==> src/rtl/asap_pkg.sv <==
// Shared types for the ASAP datapath arbiter.
// FSM state encoding and ID width helper.
package asap_pkg;

    localparam int STATE_W = 2;

    typedef enum logic [STATE_W-1:0] {
        IDLE,
        GO,
        WAIT,
        RESP
    } state_t;

    function automatic int id_width(input int n);
        return (n > 1) ? $clog2(n) : 1;
    endfunction

endpackage

==> src/rtl/asap_arbiter_if.sv <==
// Requester, response and datapath buses of the arbiter.
// slave = arbiter side, master = system side.
interface asap_arbiter_if
    import asap_pkg::*;
#(
    parameter int WIDTH = 32,
    parameter int NREQ  = 4
);

    localparam int IDW = id_width(NREQ);

    logic [NREQ-1:0]       req_valid;
    logic [NREQ-1:0]       req_ready;
    logic [NREQ*WIDTH-1:0] req_a;
    logic [NREQ*WIDTH-1:0] req_b;

    logic                  rsp_valid;
    logic                  rsp_ready;
    logic [IDW-1:0]        rsp_id;
    logic [WIDTH-1:0]      rsp_data;
    logic                  rsp_err;

    logic                  dp_go;
    logic [WIDTH-1:0]      dp_in0;
    logic [WIDTH-1:0]      dp_in1;
    logic                  dp_done;
    logic [WIDTH-1:0]      dp_result;

    modport slave (
        input  req_valid, req_a, req_b,
        output req_ready,
        output rsp_valid, rsp_id, rsp_data, rsp_err,
        input  rsp_ready,
        output dp_go, dp_in0, dp_in1,
        input  dp_done, dp_result
    );

    modport master (
        output req_valid, req_a, req_b,
        input  req_ready,
        input  rsp_valid, rsp_id, rsp_data, rsp_err,
        output rsp_ready,
        input  dp_go, dp_in0, dp_in1,
        output dp_done, dp_result
    );

endinterface

==> src/rtl/asap_rr_pick.sv <==
// Round-robin picker: first valid requester after last_grant.
// Purely combinational.
module asap_rr_pick #(
    parameter int NREQ = 4,
    parameter int IDW  = 2
) (
    input  logic [NREQ-1:0] req_valid,
    input  logic [IDW-1:0]  last_grant,
    output logic [NREQ-1:0] grant,
    output logic [IDW-1:0]  sel,
    output logic            any_valid
);

    logic [IDW-1:0] idx;

    // Scan from the farthest offset down so the nearest valid one wins.
    always_comb begin
        grant     = '0;
        sel       = '0;
        idx       = '0;
        any_valid = |req_valid;
        for (int k = NREQ; k >= 1; k--) begin
            idx = IDW'((int'(last_grant) + k) % NREQ);
            if (req_valid[idx]) begin
                sel = idx;
            end
        end
        grant[sel] = any_valid;
    end

endmodule

==> src/rtl/asap_arbiter.sv <==
// Shares one ASAP datapath between NREQ requesters.
// Round-robin accept, go/done sequencing, watchdog abort.
module asap_arbiter
    import asap_pkg::*;
#(
    parameter int WIDTH   = 32,
    parameter int NREQ    = 4,
    parameter int TIMEOUT = 16
) (
    input  logic           clk,
    input  logic           rst_n,
    asap_arbiter_if.slave  bus,
    output logic           busy
);

    localparam int IDW = id_width(NREQ);
    localparam int WDW = $clog2(TIMEOUT) + 1;

    state_t           state;
    logic [IDW-1:0]   last_grant;
    logic [IDW-1:0]   cur_id;
    logic [WIDTH-1:0] op_a;
    logic [WIDTH-1:0] op_b;
    logic [WIDTH-1:0] result;
    logic             err;
    logic [WDW-1:0]   wd;

    logic [NREQ-1:0]  grant;
    logic [IDW-1:0]   sel;
    logic             any_valid;

    asap_rr_pick #(
        .NREQ (NREQ),
        .IDW  (IDW)
    ) u_pick (
        .req_valid  (bus.req_valid),
        .last_grant (last_grant),
        .grant      (grant),
        .sel        (sel),
        .any_valid  (any_valid)
    );

    logic active;
    assign active = (state == GO) || (state == WAIT);

    // Ready is only offered while idle and out of reset.
    assign bus.req_ready = (rst_n && state == IDLE) ? grant : '0;

    assign bus.dp_go     = (state == GO);
    assign bus.dp_in0    = active ? op_a : '0;
    assign bus.dp_in1    = active ? op_b : '0;
    assign bus.rsp_valid = (state == RESP);
    assign bus.rsp_id    = cur_id;
    assign bus.rsp_data  = result;
    assign bus.rsp_err   = err;
    assign busy          = (state != IDLE);

    // Control FSM with operand, result and watchdog registers.
    always_ff @(posedge clk) begin
        if (!rst_n) begin
            state      <= IDLE;
            last_grant <= IDW'(NREQ - 1);
            cur_id     <= '0;
            op_a       <= '0;
            op_b       <= '0;
            result     <= '0;
            err        <= 1'b0;
            wd         <= '0;
        end else begin
            unique case (state)
                IDLE: begin
                    if (any_valid) begin
                        op_a   <= bus.req_a[sel*WIDTH +: WIDTH];
                        op_b   <= bus.req_b[sel*WIDTH +: WIDTH];
                        cur_id <= sel;
                        state  <= GO;
                    end
                end
                GO: begin
                    wd    <= '0;
                    state <= WAIT;
                end
                WAIT: begin
                    wd <= wd + 1'b1;
                    if (bus.dp_done) begin
                        result <= bus.dp_result;
                        err    <= 1'b0;
                        state  <= RESP;
                    end else if (wd == WDW'(TIMEOUT - 1)) begin
                        result <= '0;
                        err    <= 1'b1;
                        state  <= RESP;
                    end
                end
                RESP: begin
                    if (bus.rsp_ready) begin
                        last_grant <= cur_id;
                        state      <= IDLE;
                    end
                end
                default: state <= IDLE;
            endcase
        end
    end

endmodule
==> src/flat_wrapper.sv <==
// flat-port wrapper written by rule: the top's interface ports become plain ports
module asap_arbiter_flat import asap_pkg::*;
#(
    parameter int WIDTH   = 32,
    parameter int NREQ    = 4,
    parameter int TIMEOUT = 16
)
  (clk, rst_n, busy, bus_req_valid, bus_req_a, bus_req_b, bus_req_ready, bus_rsp_valid, bus_rsp_id, bus_rsp_data, bus_rsp_err, bus_rsp_ready, bus_dp_go, bus_dp_in0, bus_dp_in1, bus_dp_done, bus_dp_result);
  asap_arbiter_if #(.WIDTH(WIDTH), .NREQ(NREQ)) bus_i ();
  input  logic clk;
  input  logic rst_n;
  output logic busy;
  input wire logic [$bits(bus_i.req_valid)-1:0] bus_req_valid;
  input wire logic [$bits(bus_i.req_a)-1:0] bus_req_a;
  input wire logic [$bits(bus_i.req_b)-1:0] bus_req_b;
  output wire logic [$bits(bus_i.req_ready)-1:0] bus_req_ready;
  output wire logic [$bits(bus_i.rsp_valid)-1:0] bus_rsp_valid;
  output wire logic [$bits(bus_i.rsp_id)-1:0] bus_rsp_id;
  output wire logic [$bits(bus_i.rsp_data)-1:0] bus_rsp_data;
  output wire logic [$bits(bus_i.rsp_err)-1:0] bus_rsp_err;
  input wire logic [$bits(bus_i.rsp_ready)-1:0] bus_rsp_ready;
  output wire logic [$bits(bus_i.dp_go)-1:0] bus_dp_go;
  output wire logic [$bits(bus_i.dp_in0)-1:0] bus_dp_in0;
  output wire logic [$bits(bus_i.dp_in1)-1:0] bus_dp_in1;
  input wire logic [$bits(bus_i.dp_done)-1:0] bus_dp_done;
  input wire logic [$bits(bus_i.dp_result)-1:0] bus_dp_result;
  assign bus_i.req_valid = bus_req_valid;
  assign bus_i.req_a = bus_req_a;
  assign bus_i.req_b = bus_req_b;
  assign bus_req_ready = bus_i.req_ready;
  assign bus_rsp_valid = bus_i.rsp_valid;
  assign bus_rsp_id = bus_i.rsp_id;
  assign bus_rsp_data = bus_i.rsp_data;
  assign bus_rsp_err = bus_i.rsp_err;
  assign bus_i.rsp_ready = bus_rsp_ready;
  assign bus_dp_go = bus_i.dp_go;
  assign bus_dp_in0 = bus_i.dp_in0;
  assign bus_dp_in1 = bus_i.dp_in1;
  assign bus_i.dp_done = bus_dp_done;
  assign bus_i.dp_result = bus_dp_result;
  asap_arbiter #(.WIDTH(WIDTH), .NREQ(NREQ), .TIMEOUT(TIMEOUT)) u_core (.clk(clk), .rst_n(rst_n), .bus(bus_i), .busy(busy));
endmodule
==> config.mk <==
export PLATFORM = sky130hd
export DESIGN_NAME = asap_arbiter_flat
export DESIGN_NICKNAME = d
export VERILOG_FILES = /design/src/rtl/asap_pkg.sv /design/src/rtl/asap_arbiter_if.sv /design/src/rtl/asap_rr_pick.sv /design/src/rtl/asap_arbiter.sv /design/src/flat_wrapper.sv
export SDC_FILE = /design/constraint.sdc
export NUM_CORES = 1
export LEC_CHECK = 0
export CELL_PAD_IN_SITES_DETAIL_PLACEMENT = 1
export CELL_PAD_IN_SITES_GLOBAL_PLACEMENT = 1
export CORE_AREA = 2 2 156 158
export CTS_CLUSTER_DIAMETER = 40
export DETAILED_ROUTE_END_ITERATION = 16
export DIE_AREA = 0 0 158 160
export PLACE_DENSITY = 0.87
export SLEW_MARGIN = 20
export SYNTH_ARGS = -nofsm -noshare
export SYNTH_HDL_FRONTEND = slang
export SYNTH_HIERARCHICAL = 1
export SYNTH_SLANG_ARGS = --single-unit
==> constraint.sdc <==
create_clock -name clk -period 5.1 [get_ports clk]
set_input_delay 0.765 -clock clk [delete_from_list [all_inputs] [get_ports clk]]
set_output_delay 0.765 -clock clk [all_outputs]
set_load 0.05 [all_outputs]
# Word-level counts from Yosys, hierarchy flattened
# Cells that the tools add are included.
dict set report word_totals {
  reg_bits 108
  latchBits 0
  ram_bits 0
  mem_bits_ro 0
  input_bits 296
  output_inout_bits 106
  mem_count 0
}
dict set report op_classes {
  addsub 5
  mul 0
  div_mod_pow 0
  order_cmp 6
  n_eq_ne 7
  n_shift 2
  muxes 27
  bitwise 1
  reduce_logical 12
}
# op n
set ops {}
lappend ops {{128-bit by 8-bit indexed part select with 32-bit output} 2}
lappend ops {{32-bit two-way mux} 4}
lappend ops {{2-bit two-way mux} 8}
lappend ops {{2-bit by 3-bit < comparator with 1-bit output, second input constant} 5}
lappend ops {{5-bit case mux with 2 select lines} 1}
lappend ops {{1-bit binary-select mux with 2-bit select} 4}
lappend ops {{2-bit case mux with 4 select lines} 1}
lappend ops {{1-bit two-way mux} 7}
lappend ops {{2-bit AND reduction} 3}
lappend ops {{2-bit nonzero test} 3}
lappend ops {{5-bit by 1-bit adder with 5-bit output, second input constant} 1}
lappend ops {{5-bit by 4-bit == test with 1-bit output, second input constant} 1}
lappend ops {{2-bit by 1-bit adder with 2-bit output, second input constant} 2}
lappend ops {{2-bit adder, second input constant} 2}
lappend ops {{4-bit bitwise AND} 1}
lappend ops {{2-bit == test, second input constant} 2}
lappend ops {{4-bit two-way mux} 1}
lappend ops {{2-bit by 1-bit inequality test with 1-bit output, second input constant} 2}
lappend ops {{4-bit OR reduction} 1}
lappend ops {{3-bit inequality test, second input constant} 1}
lappend ops {{3-bit AND reduction} 1}
lappend ops {{1-bit demux with 2-bit select} 1}
lappend ops {{2-bit by 1-bit == test with 1-bit output, second input constant} 1}
lappend ops {{2-bit by 1-bit >= comparator with 1-bit output, second input constant} 1}
lappend ops {{other kinds (3)} 4}

# Longest topological paths before layout
# Gate-level depths: netlist of run 1.
dict set report depth {
  ltp_word 13
  depth_mapped 9
  mapped_depth_nobuf 6
}

# Hierarchy
# The synthesis of run 1 kept the hierarchy.
# module instances cells_each area_per_inst_um2 seq_area_each_um2
set modules_own_cells {}
lappend modules_own_cells {asap_arbiter 1 613 5899.4 2162.1}
lappend modules_own_cells {asap_rr_pick 1 33 219.0 0.0}

# Worst setup path before layout of run 1
# No wires, ideal clock.
dict set report synth_timing {
  path_type {flip-flop to output port}
  from {register u_core.state[0]}
  to {output port bus_dp_in1[21]}
  arrival_ns 1.752
  slack_ns 2.583
  path_stages_with_launch 7
  path_cell_list {dfxtp_1 inv_1 ha_1 buf_2 clkbuf_1 clkbuf_1 and2_1}
}
dict set report synth_via {
  elab_chain_len 3
}
# element line_no
set synth_rtl {}
lappend synth_rtl {{start, declared} asap_arbiter.sv:19} ;# state_t state;
lappend synth_rtl {{start signal, assigned} asap_arbiter.sv:61} ;# state <= IDLE;
lappend synth_rtl {{start signal, assigned} asap_arbiter.sv:76} ;# state <= GO;
lappend synth_rtl {{start signal, assigned} asap_arbiter.sv:81} ;# state <= WAIT;
lappend synth_rtl {{2-bit by 1-bit == test with 1-bit output or 2-bit == test (tied branches)} asap_arbiter.sv:44} ;# assign active = (state == GO) || (state == WAIT);
lappend synth_rtl {{1-bit logical OR (*)} asap_arbiter.sv:44}
lappend synth_rtl {{32-bit two-way mux (*)} asap_arbiter.sv:51} ;# assign bus.dp_in1 = active ? op_b : '0;
lappend synth_rtl {{end, declared} flat_wrapper.sv:24} ;# output wire logic [$bits(bus_i.dp_in1)-1:0] bus_dp_in1;
# Mark *: on every way between the ends. The rest lies on a longest branch, timed or not.

# Worst setup path after layout of run 1
dict set report layout_timing {
  from {input port bus_req_valid[1]}
  to {output port bus_req_ready[0]}
}
dict set report layout_via {
  elab_chain_len 12
}
# element line_no
set layout_rtl {}
lappend layout_rtl {{start, declared} flat_wrapper.sv:13} ;# input wire logic [$bits(bus_i.req_valid)-1:0] bus_req_valid;
lappend layout_rtl {{1-bit binary-select mux with 2-bit select} asap_rr_pick.sv:24} ;# if (req_valid[idx]) begin
lappend layout_rtl {{1-bit two-way mux (not written as such)} asap_rr_pick.sv:24}
lappend layout_rtl {{2-bit two-way mux (4 in series)} asap_rr_pick.sv:24}
lappend layout_rtl {{2-bit by 3-bit < comparator with 1-bit output (not written as such) or 2-bit by 1-bit >= comparator with 1-bit output (tied branches)} asap_rr_pick.sv:28} ;# grant[sel] = any_valid;
lappend layout_rtl {{1-bit logical AND (not written as such)} asap_rr_pick.sv:28}
lappend layout_rtl {{1-bit two-way mux (not written as such)} asap_rr_pick.sv:28}
lappend layout_rtl {{1-bit demux with 2-bit select} asap_rr_pick.sv:28}
lappend layout_rtl {{4-bit bitwise AND (no line) (*)} --}
lappend layout_rtl {{net u_core.grant[0]} asap_arbiter.sv:28} ;# logic [NREQ-1:0] grant;
lappend layout_rtl {{4-bit two-way mux (*)} asap_arbiter.sv:47} ;# assign bus.req_ready = (rst_n && state == IDLE) ? grant : '0;
lappend layout_rtl {{end, declared} flat_wrapper.sv:16} ;# output wire logic [$bits(bus_i.req_ready)-1:0] bus_req_ready;
# Mark *: on every way through the listed nets, which the timed path passes. The rest lies on a longest branch. The select of a mux whose other input is x is not followed.

==> impl_metrics.py, run 1 <==
metrics = {
    "run_status": {
        "status": "finished, final reports clean",
    },
    "finish": {
        "area_growth_pct": 75.09,
        "final_cell_area_um2": 10710,
        "num-nets-final": 1311,
        "final_util": 0.4497,
        "final_layout_size_suffix_gt1_frac": 0.03455,
        "fill_cells": 2735,
    },
    "die": {
        "fp.dieH_um": 160,
        "initial_core_util": 0.2569,
        "die_x_um": 158,
        "rows": 57,
        "die_area_um2": 25280,
        "core_um2": 23820,
        "ios": 402,
    },
    "detailed_routing": {
        "viasPerCell": 4.741,
        "first_pass_iters": 4,
        "drt_wl_total_mm": 24.75,
        "drt-initial-drc-count": 213,
        "drcViolationCount": 0,
        "via_count": 6343,
        "ant_nets": 0,
        "wire_per_inst_um": 18.50,
    },
    "logic_synthesis": {
        "netlist.top_cell.by_area": "dfxtp_1",
        "synth.area.mux_share": 0.2127,
        "async_flop_share": 0,
        "synth-adder-area-share": 0.01431,
        "yosysMostFrequentCell": "mux2i_1",
        "synth_edf_count": 0,
        "synthXorXnorAreaFrac": 0,
        "synth-simple-area-share": 0.1489,
        "synth_compound_area_frac": 0.2147,
        "postSynthAreaPerCell_um2": 9.471,
        "ys_seq_area_frac": 0.3534,
        "synth_area_um2": 6118,
        "synth_area_leaders": "dfxtp_1, mux2i_1, and2_1, a2bb2oi_1, a22oi_1",
        "synth_cell_types": 40,
        "synth_warnings": 6,
        "synthCells": 646,
        "synthFlopType": "dfxtp_1",
        "syn_nets": 949,
        "synth_top_family_by_area": "compound AO/OA/AOI/OAI gates",
        "yosysTopAreaCellShare": 0.3534,
        "ys_top_cells_by_count": "mux2i_1, dfxtp_1, and2_1, a2bb2oi_1, o21ai_0",
        "synth_seq_cells": 108,
    },
    "timing": {
        "skew_ns": 0.01365,
        "maxSlewViolCount": 0,
        "fin_crit_ns": 3.597,
        "worst_hold_slack_ns": 0.4483,
        "hold_viol_final": 0,
        "final.setup.tns_ns": 0,
        "worst_slew_pin_slew_ns": 0.9638,
        "finalCritPeriodShare": 0.7054,
        "timing.slew.headroom": 0.3559,
        "fmax_mhz": 278.0,
        "rsz0062_at_grt": "false",
        "setup_viol": 0,
    },
    "run": {
        "cap_violations": 0,
    },
    "cts": {
        "cts_buffers": 9,
        "clk_pin_slew_ns": 0.08,
        "post_cts_resize_count": 0,
        "holdBufCountCts": 0,
        "postCtsSetupRepairBufs": 0,
        "cts_tree": "built",
        "htree_levels": 3,
        "cts_sinks": 108,
        "cts_root_buf": "clkbuf_16",
        "insertion_delay_ns": 0.36,
        "clockBufferDepth": 2,
    },
    "setup_path": {
        "reg2reg_depth": 7,
        "r2r_start": "u_core/last_grant[0]$_SDFFE_PN1P_",
        "arrival_ns": 2.83,
        "critPathLaunch": "bus_req_valid[1]",
        "start_kind": "input port",
        "endpoint_kind": "primary output",
        "required_ns": 4.34,
        "rrSetupSlack_ns": 2.52,
        "crit_end": "bus_req_ready[0]",
        "worstReg2RegEnd": "u_core/op_a[21]$_SDFFE_PN0P_",
        "crit_type": "input port to primary output",
        "cp_max_fo": 8,
    },
    "place": {
        "gp_congestion": 0.7882,
        "dpl-instance-area_um2": 10380,
        "place_hpwl_mm": 19.39,
        "port_buffers": 401,
    },
    "global_route": {
        "first_global_vias": 6847,
        "antenna_found_initial": 2,
        "grt_max_degree": 79,
        "grt_pass1_wl_mm": 37.49,
        "grt_usage": 0.1907,
        "grt-ovfl-total": 0,
    },
    "power_and_ir_drop": {
        "p_leak_uw": 0.004127,
        "ir_worst_vdd_mv": 0.2716,
        "power_density_nw_per_um2": 407.4,
    },
    "hold_path": {
        "hold_depth": 1,
        "hold_path.class": "flip-flop to flip-flop",
    },
}
cell usage in the layout, fill, tap and decap left out, types with 3 or more instances in the layout:
cell,count
clkdlybuf4s50_1,401
nor2b_1,37
and2_1,66
inv_1,6
a21oi_1,3
buf_4,7
and3_1,6
a21o_1,18
a22oi_1,32
clkbuf_16,9
o22ai_1,18
o21ai_0,44
o21ai_1,3
a2bb2oi_1,47
o21a_1,3
nand2b_1,7
mux2i_1,130
nand2_1,14
nor2_1,4
ha_1,6
a21boi_0,5
dfxtp_1,108
nand3_1,8
state kept, by name, summed over array words and instances, names as in the netlist:
register and count:
u_core/op_b 32, u_core/bus.rsp_id 2, u_core/bus.rsp_data 32, u_core/wd 5, u_core/bus.rsp_err 1, u_core/state 2
u_core/op_a 32, u_core/last_grant 2
worst max-delay path, stage by stage:
cell,delay [ns]
clkdlybuf4s50_1,0.62
nor2b_1,0.29
nor2_1,0.07
o211a_1,0.20
and3_1,0.18
clkdlybuf4s50_1,0.70
per-stage QoR:
stage                     power, µW  cells  setup WS (ns)
after floorplan                2698    646          2.583
after global placement         3524   1320          1.539
after detailed placement       3598   1321          1.530
after CTS                      4411   1337          1.536
after global routing           4604   1338          1.458
final                          4364   1338          1.503
worst min-delay path by stage:
stage                                      start  slack [ns]                            to
floorplan           u_core/op_a[10]$_SDFFE_PN0P_        0.42  u_core/op_a[10]$_SDFFE_PN0P_
global placement    u_core/op_a[23]$_SDFFE_PN0P_        0.43  u_core/op_a[23]$_SDFFE_PN0P_
detailed placement   u_core/op_a[7]$_SDFFE_PN0P_        0.43   u_core/op_a[7]$_SDFFE_PN0P_
CTS                  u_core/op_a[6]$_SDFFE_PN0P_        0.45   u_core/op_a[6]$_SDFFE_PN0P_
global route        u_core/op_a[10]$_SDFFE_PN0P_        0.47  u_core/op_a[10]$_SDFFE_PN0P_
finish               u_core/op_a[6]$_SDFFE_PN0P_        0.45   u_core/op_a[6]$_SDFFE_PN0P_
report_power, final:
group	internal (µW)	total (µW)	switching, µW
combinational	967	2390	1420
clock	440	793	353
sequential	1050	1180	127
final cells by class:
| class | instances | area [µm²] | area share |
|---|---|---|---|
| tap | 324 | 405.4 | 0.03784 |
| clock buffer | 9 | 225.2 | 0.02102 |
| sequential | 108 | 2162 | 0.2018 |
| timing repair buffer | 411 | 4121 | 0.3847 |
| clock inverter | 7 | 106.4 | 0.009928 |
| multi-input combinational | 472 | 3667 | 0.3423 |
| inverter | 6 | 22.52 | 0.002102 |
| antenna | 1 | 2.502 | 0.0002336 |
per-layer routing:
layer / wire [µm] / global-route usage
met1: 9289 / 0.1987
met2: 12870 / 0.3575
met3: 1830 / 0.05509
met4: 756 / 0.06921
met5: 0 / 0
cell families after synthesis:
family	after synthesis
compound gates	184
simple gates	151
mux	130
flops	108
buf+inv	66
fa+ha+maj	7
No activity file was read; power rests on OpenSTA's default activity.
==> run 2, diff against run 1 <==
- CORE_AREA: 2 2 156 158 -> unset
- CORE_MARGIN: unset -> 2
- CORE_UTILIZATION: unset -> 23
- DIE_AREA: 0 0 158 160 -> unset
- PLACE_DENSITY: 0.87 -> 0.82
- clock period: 5.1 -> 3.3 ns (I/O delays scaled with it)
==> impl_metrics.py, run 2 (synthesized netlist as in run 1, its figures left out) <==
metrics = {
    "detailed_routing": {
        "first_pass_iters": 4,
        "drcViolationCount": 0,
        "viasPerCell": 4.738,
        "via_count": 6439,
        "wire_per_inst_um": 18.90,
        "drt_wl_total_mm": 25.69,
        "drt-initial-drc-count": 226,
        "ant_nets": 0,
    },
    "run_status": {
        "status": "finished, final reports clean",
    },
    "setup_path": {
        "r2r_start": "u_core/last_grant[0]$_SDFFE_PN1P_",
        "cp_max_fo": 29,
        "critPathLaunch": "u_core/state[1]$_SDFFE_PN0P_",
        "crit_end": "bus_dp_in0[12]",
        "start_kind": "flip-flop",
        "crit_type": "flip-flop to primary output",
        "endpoint_kind": "primary output",
        "reg2reg_depth": 7,
        "arrival_ns": 2.53,
        "worstReg2RegEnd": "u_core/op_a[29]$_SDFFE_PN0P_",
        "required_ns": 2.80,
        "rrSetupSlack_ns": 0.93,
    },
    "run": {
        "cap_violations": 0,
    },
    "cts": {
        "cts_root_buf": "clkbuf_16",
        "cts_tree": "built",
        "holdBufCountCts": 0,
        "clk_pin_slew_ns": 0.08,
        "clockBufferDepth": 2,
        "post_cts_resize_count": 0,
        "cts_buffers": 9,
        "postCtsSetupRepairBufs": 0,
        "insertion_delay_ns": 0.36,
        "cts_sinks": 108,
        "htree_levels": 3,
    },
    "global_route": {
        "grt_max_degree": 46,
        "grt_usage": 0.1782,
        "first_global_vias": 6963,
        "grt_pass1_wl_mm": 39.41,
        "antenna_found_initial": 2,
        "grt-ovfl-total": 0,
    },
    "timing": {
        "maxSlewViolCount": 0,
        "worst_slew_pin_slew_ns": 0.7722,
        "hold_viol_final": 0,
        "setup_viol": 0,
        "fmax_mhz": 330.1,
        "fin_crit_ns": 3.029,
        "final.setup.tns_ns": 0,
        "finalCritPeriodShare": 0.9180,
        "timing.slew.headroom": 0.4836,
        "skew_ns": 0.01141,
        "rsz0062_at_grt": "false",
    },
    "die": {
        "die_x_um": 167.1,
        "ios": 402,
        "die_area_um2": 27920,
        "initial_core_util": 0.2348,
        "core_um2": 26060,
        "rows": 59,
        "fp.dieH_um": 167.1,
    },
    "place": {
        "port_buffers": 401,
        "place_hpwl_mm": 20.17,
        "gp_congestion": 0.8096,
    },
    "finish": {
        "final_layout_size_suffix_gt1_frac": 0.05088,
        "final_util": 0.4144,
        "final_common_cell": "clkdlybuf4s50_1",
        "area_growth_pct": 76.50,
        "layout_common_cells": "clkdlybuf4s50_1, mux2i_1, dfxtp_1",
        "num-nets-final": 1320,
    },
    "power_and_ir_drop": {
        "power_density_nw_per_um2": 619.3,
        "p_leak_uw": 0.004184,
        "ir_worst_vdd_mv": 0.5573,
    },
    "hold_path": {
        "hold_path.class": "flip-flop to flip-flop",
    },
}
run 2: per-stage QoR:
stage / instance area (µm²) / hold WS, ns / setup WS, ns / power [µW] / instances
3_3_place_gp: 10510 / 0.4266 / 0.4069 / 5580 / 1341
3_5_place_dp: 10510 / 0.4314 / 0.2873 / 5666 / 1341
4_1_cts: 10790 / 0.4502 / 0.2229 / 6788 / 1357
2_1_floorplan: 6118 / 0.4178 / 1.053 / 4170 / 646
5_1_grt: 10800 / 0.4622 / 0.1377 / 7061 / 1359
6_report: 10800 / 0.4469 / 0.2707 / 6688 / 1359
run 2: per-layer routing:
layer  part of all wire  vias to the layer above  GRT usage
li1                   -                     3097          -
met1               0.39                     3064     0.1965
met2               0.52                      250     0.3314
met3              0.071                       28    0.05412
met4              0.017                        0    0.04535
met5                  0                        -          0
run 2: cell type report:
type	count	area (µm²)
repair buffers	420	4249
well taps	335	419.2
inverters	6	22.52
clock buffers	9	225.2
clock inverters	7	58.81
diodes	2	5.005
flip-flops and latches	108	2162
multi-input cells	472	3657
fillers	2931	15260
run 2: worst min path at each step:
| stage | startpoint | depth (start not counted) | endpoint | slack (ns) |
|---|---|---|---|---|
| floorplan | u_core/op_a[10]$_SDFFE_PN0P_ | 1 | u_core/op_a[10]$_SDFFE_PN0P_ | 0.42 |
| global placement | u_core/op_a[14]$_SDFFE_PN0P_ | 1 | u_core/op_a[14]$_SDFFE_PN0P_ | 0.43 |
| detailed placement | u_core/op_a[4]$_SDFFE_PN0P_ | 1 | u_core/op_a[4]$_SDFFE_PN0P_ | 0.43 |
| CTS | u_core/op_a[4]$_SDFFE_PN0P_ | 1 | u_core/op_a[4]$_SDFFE_PN0P_ | 0.45 |
| global route | u_core/op_a[1]$_SDFFE_PN0P_ | 1 | u_core/op_a[1]$_SDFFE_PN0P_ | 0.46 |
| finish | u_core/op_a[4]$_SDFFE_PN0P_ | 1 | u_core/op_a[4]$_SDFFE_PN0P_ | 0.45 |
run 2: worst max-delay path: stages (launching register included):
cell	delay [ns]
dfxtp_1	0.40
inv_1	0.11
ha_2	0.37
buf_4	0.27
and2_1	0.20
clkdlybuf4s50_1	0.83
run 2: report_power, final:
part	switching (µW)	leakage (µW)	internal [µW]	total (µW)
Combinational	2250	0.00317	1540	3790
Sequential	172	0.000885	1630	1800
Clock	567	0.000132	526	1090
Total	2990	0.00418	3700	6690
==> run 3, diff against run 2 <==
- CAP_MARGIN: unset -> 40
- CELL_PAD_IN_SITES_DETAIL_PLACEMENT: 1 -> 2
- CELL_PAD_IN_SITES_GLOBAL_PLACEMENT: 1 -> 2
- CORE_UTILIZATION: 23 -> 18
- PLACE_DENSITY: 0.82 -> 0.83
==> impl_metrics.py, run 3 (synthesized netlist as in run 1, its figures left out) <==
metrics = {
    "run_status": {
        "status": "finished, final reports clean",
    },
    "cts": {
        "cts_tree": "built",
        "htree_levels": 3,
        "cts_root_buf": "clkbuf_16",
        "cts_sinks": 108,
        "cts_buffers": 9,
        "post_cts_resize_count": 0,
        "clockBufferDepth": 2,
        "insertion_delay_ns": 0.36,
        "postCtsSetupRepairBufs": 0,
        "holdBufCountCts": 0,
        "clk_pin_slew_ns": 0.08,
    },
    "hold_path": {
        "hold_path.class": "flip-flop to flip-flop",
    },
    "global_route": {
        "first_global_vias": 7463,
        "grt_usage": 0.1595,
        "grt_pass1_wl_mm": 43.84,
        "grt-ovfl-total": 0,
        "grt_max_degree": 65,
        "antenna_found_initial": 0,
    },
    "power_and_ir_drop": {
        "ir_worst_vdd_mv": 0.2852,
        "power_switching_uw": 3048,
        "power_frac_seq": 0.268,
        "p_leak_uw": 0.004229,
        "power.share.clock": 0.168,
        "comb_power_share": 0.564,
        "power_uw": 6746,
        "p_sw_frac": 0.4518,
        "power_density_nw_per_um2": 614.1,
        "intPower_uw": 3698,
    },
    "place": {
        "dp_slack_ns": 0.2784,
        "place_hpwl_mm": 22.83,
        "port_buffers": 401,
        "gp_congestion": 0.7877,
    },
    "die": {
        "ios": 402,
        "initial_core_util": 0.1825,
        "rows": 67,
        "fp.dieH_um": 188.4,
        "die_x_um": 188.4,
        "core_um2": 33530,
        "die_area_um2": 35480,
    },
    "timing": {
        "hold_viol_final": 0,
        "skew_ns": 0.01057,
        "maxSlewViolCount": 0,
        "fin_crit_ns": 3.150,
        "worst_slew_pin_slew_ns": 0.6879,
        "setup_viol": 0,
        "timing.slew.headroom": 0.5399,
        "rsz0062_at_grt": "false",
        "setup_slack_ns": 0.1496,
        "finalCritPeriodShare": 0.9547,
        "fmax_mhz": 317.4,
        "final.setup.tns_ns": 0,
    },
    "detailed_routing": {
        "top_layer_used": "met4",
        "ant_nets": 0,
        "first_pass_iters": 4,
        "wl_met1_mm": 11.29,
        "viasPerCell": 4.398,
        "drcViolationCount": 0,
        "via_count": 6491,
        "wl_met2_mm": 15.03,
        "drt_wl_total_mm": 28.64,
        "wire_per_inst_um": 19.40,
        "drt-initial-drc-count": 136,
        "wl_met3_mm": 2.005,
    },
    "setup_path": {
        "cp_max_fo": 35,
        "slowest_delay_ns": 0.93,
        "start_kind": "flip-flop",
        "rrSetupSlack_ns": 0.83,
        "endpoint_kind": "primary output",
        "required_ns": 2.80,
        "worstPathCellList": "inv_1, ha_2, buf_4, and2_1, clkdlybuf4s50_1",
        "crit_type": "flip-flop to primary output",
        "arrival_ns": 2.66,
        "crit_slowest_cell": "clkdlybuf4s50_1",
    },
    "finish": {
        "final_layout_size_suffix_gt1_frac": 0.05739,
        "area_growth_pct": 79.55,
        "num-nets-final": 1326,
        "final_common_cell": "clkdlybuf4s50_1",
        "diodes": 0,
        "layout_common_cells": "clkdlybuf4s50_1, mux2i_1, dfxtp_1",
        "fill_cells": 3705,
    },
    "run": {
        "cap_violations": 0,
    },
}
-- run 3: cell types whose count changed in the layout (fill, tap and decap cells not counted) --
cell,previous run,this run
inv_6,1,2
clkdlybuf4s50_1,393,392
buf_4,18,25
clkbuf_8,0,1
clkinvlp_4,3,1
diode_2,2,0
-- run 3: layout make-up --
type / count / area [µm²] / share of cell area
multi-input combinational: 472 / 3657 / 0.3329
sequential: 108 / 2162 / 0.1968
clock inverter: 6 / 52.55 / 0.004784
inverter: 6 / 22.52 / 0.002050
timing repair buffer: 426 / 4292 / 0.3907
clock buffer: 10 / 239.0 / 0.02175
tap: 448 / 560.5 / 0.05103
-- run 3: critical path, delay by kind of cell (launching register included) --
kind	cells	cell delay [ns]
buffers and inverters	3	1.37
adders and majority gates	1	0.33
and+or+nand+nor	1	0.18
DFF	1	0.42
-- run 3: per-stage QoR --
stage          hold slack (ns)  std cells    util  instance area (µm²)
6_report                0.4478       1476  0.3276                10990
5_1_grt                 0.4786       1476  0.3276                10990
4_1_cts                 0.4498       1476  0.3276                10990
3_5_place_dp            0.4311       1460  0.3189                10690
3_3_place_gp            0.4259       1460  0.3189                10690
2_1_floorplan           0.4178        646       -                 6118
-- run 3: metal layers --
layer	track usage	vias up
met5	0	-
met4	0.02915	0
met3	0.04545	22
met2	0.3073	248
met1	0.1733	3120
li1	-	3101
-- run 3: power by group through the flow --
stage	Clock, µW	Sequential [µW]	Combinational (µW)
global route	1240	1850	4080
floorplan	0	1930	2250
CTS	1190	1810	3880
detailed placement	0	1840	3870
global placement	0	1810	3770
finish	1130	1810	3810
-- run 3: final timing paths --
kind                                     startpoint  cells past startpoint                           end
setup reg to reg  u_core/last_grant[0]$_SDFFE_PN1P_                      7  u_core/op_a[31]$_SDFFE_PN0P_
hold reg to reg        u_core/op_a[14]$_SDFFE_PN0P_                      1  u_core/op_a[14]$_SDFFE_PN0P_
hold / removal         u_core/op_a[14]$_SDFFE_PN0P_                      1  u_core/op_a[14]$_SDFFE_PN0P_
setup / recovery       u_core/state[0]$_SDFFE_PN0P_                      5                 bus_dp_in0[3]
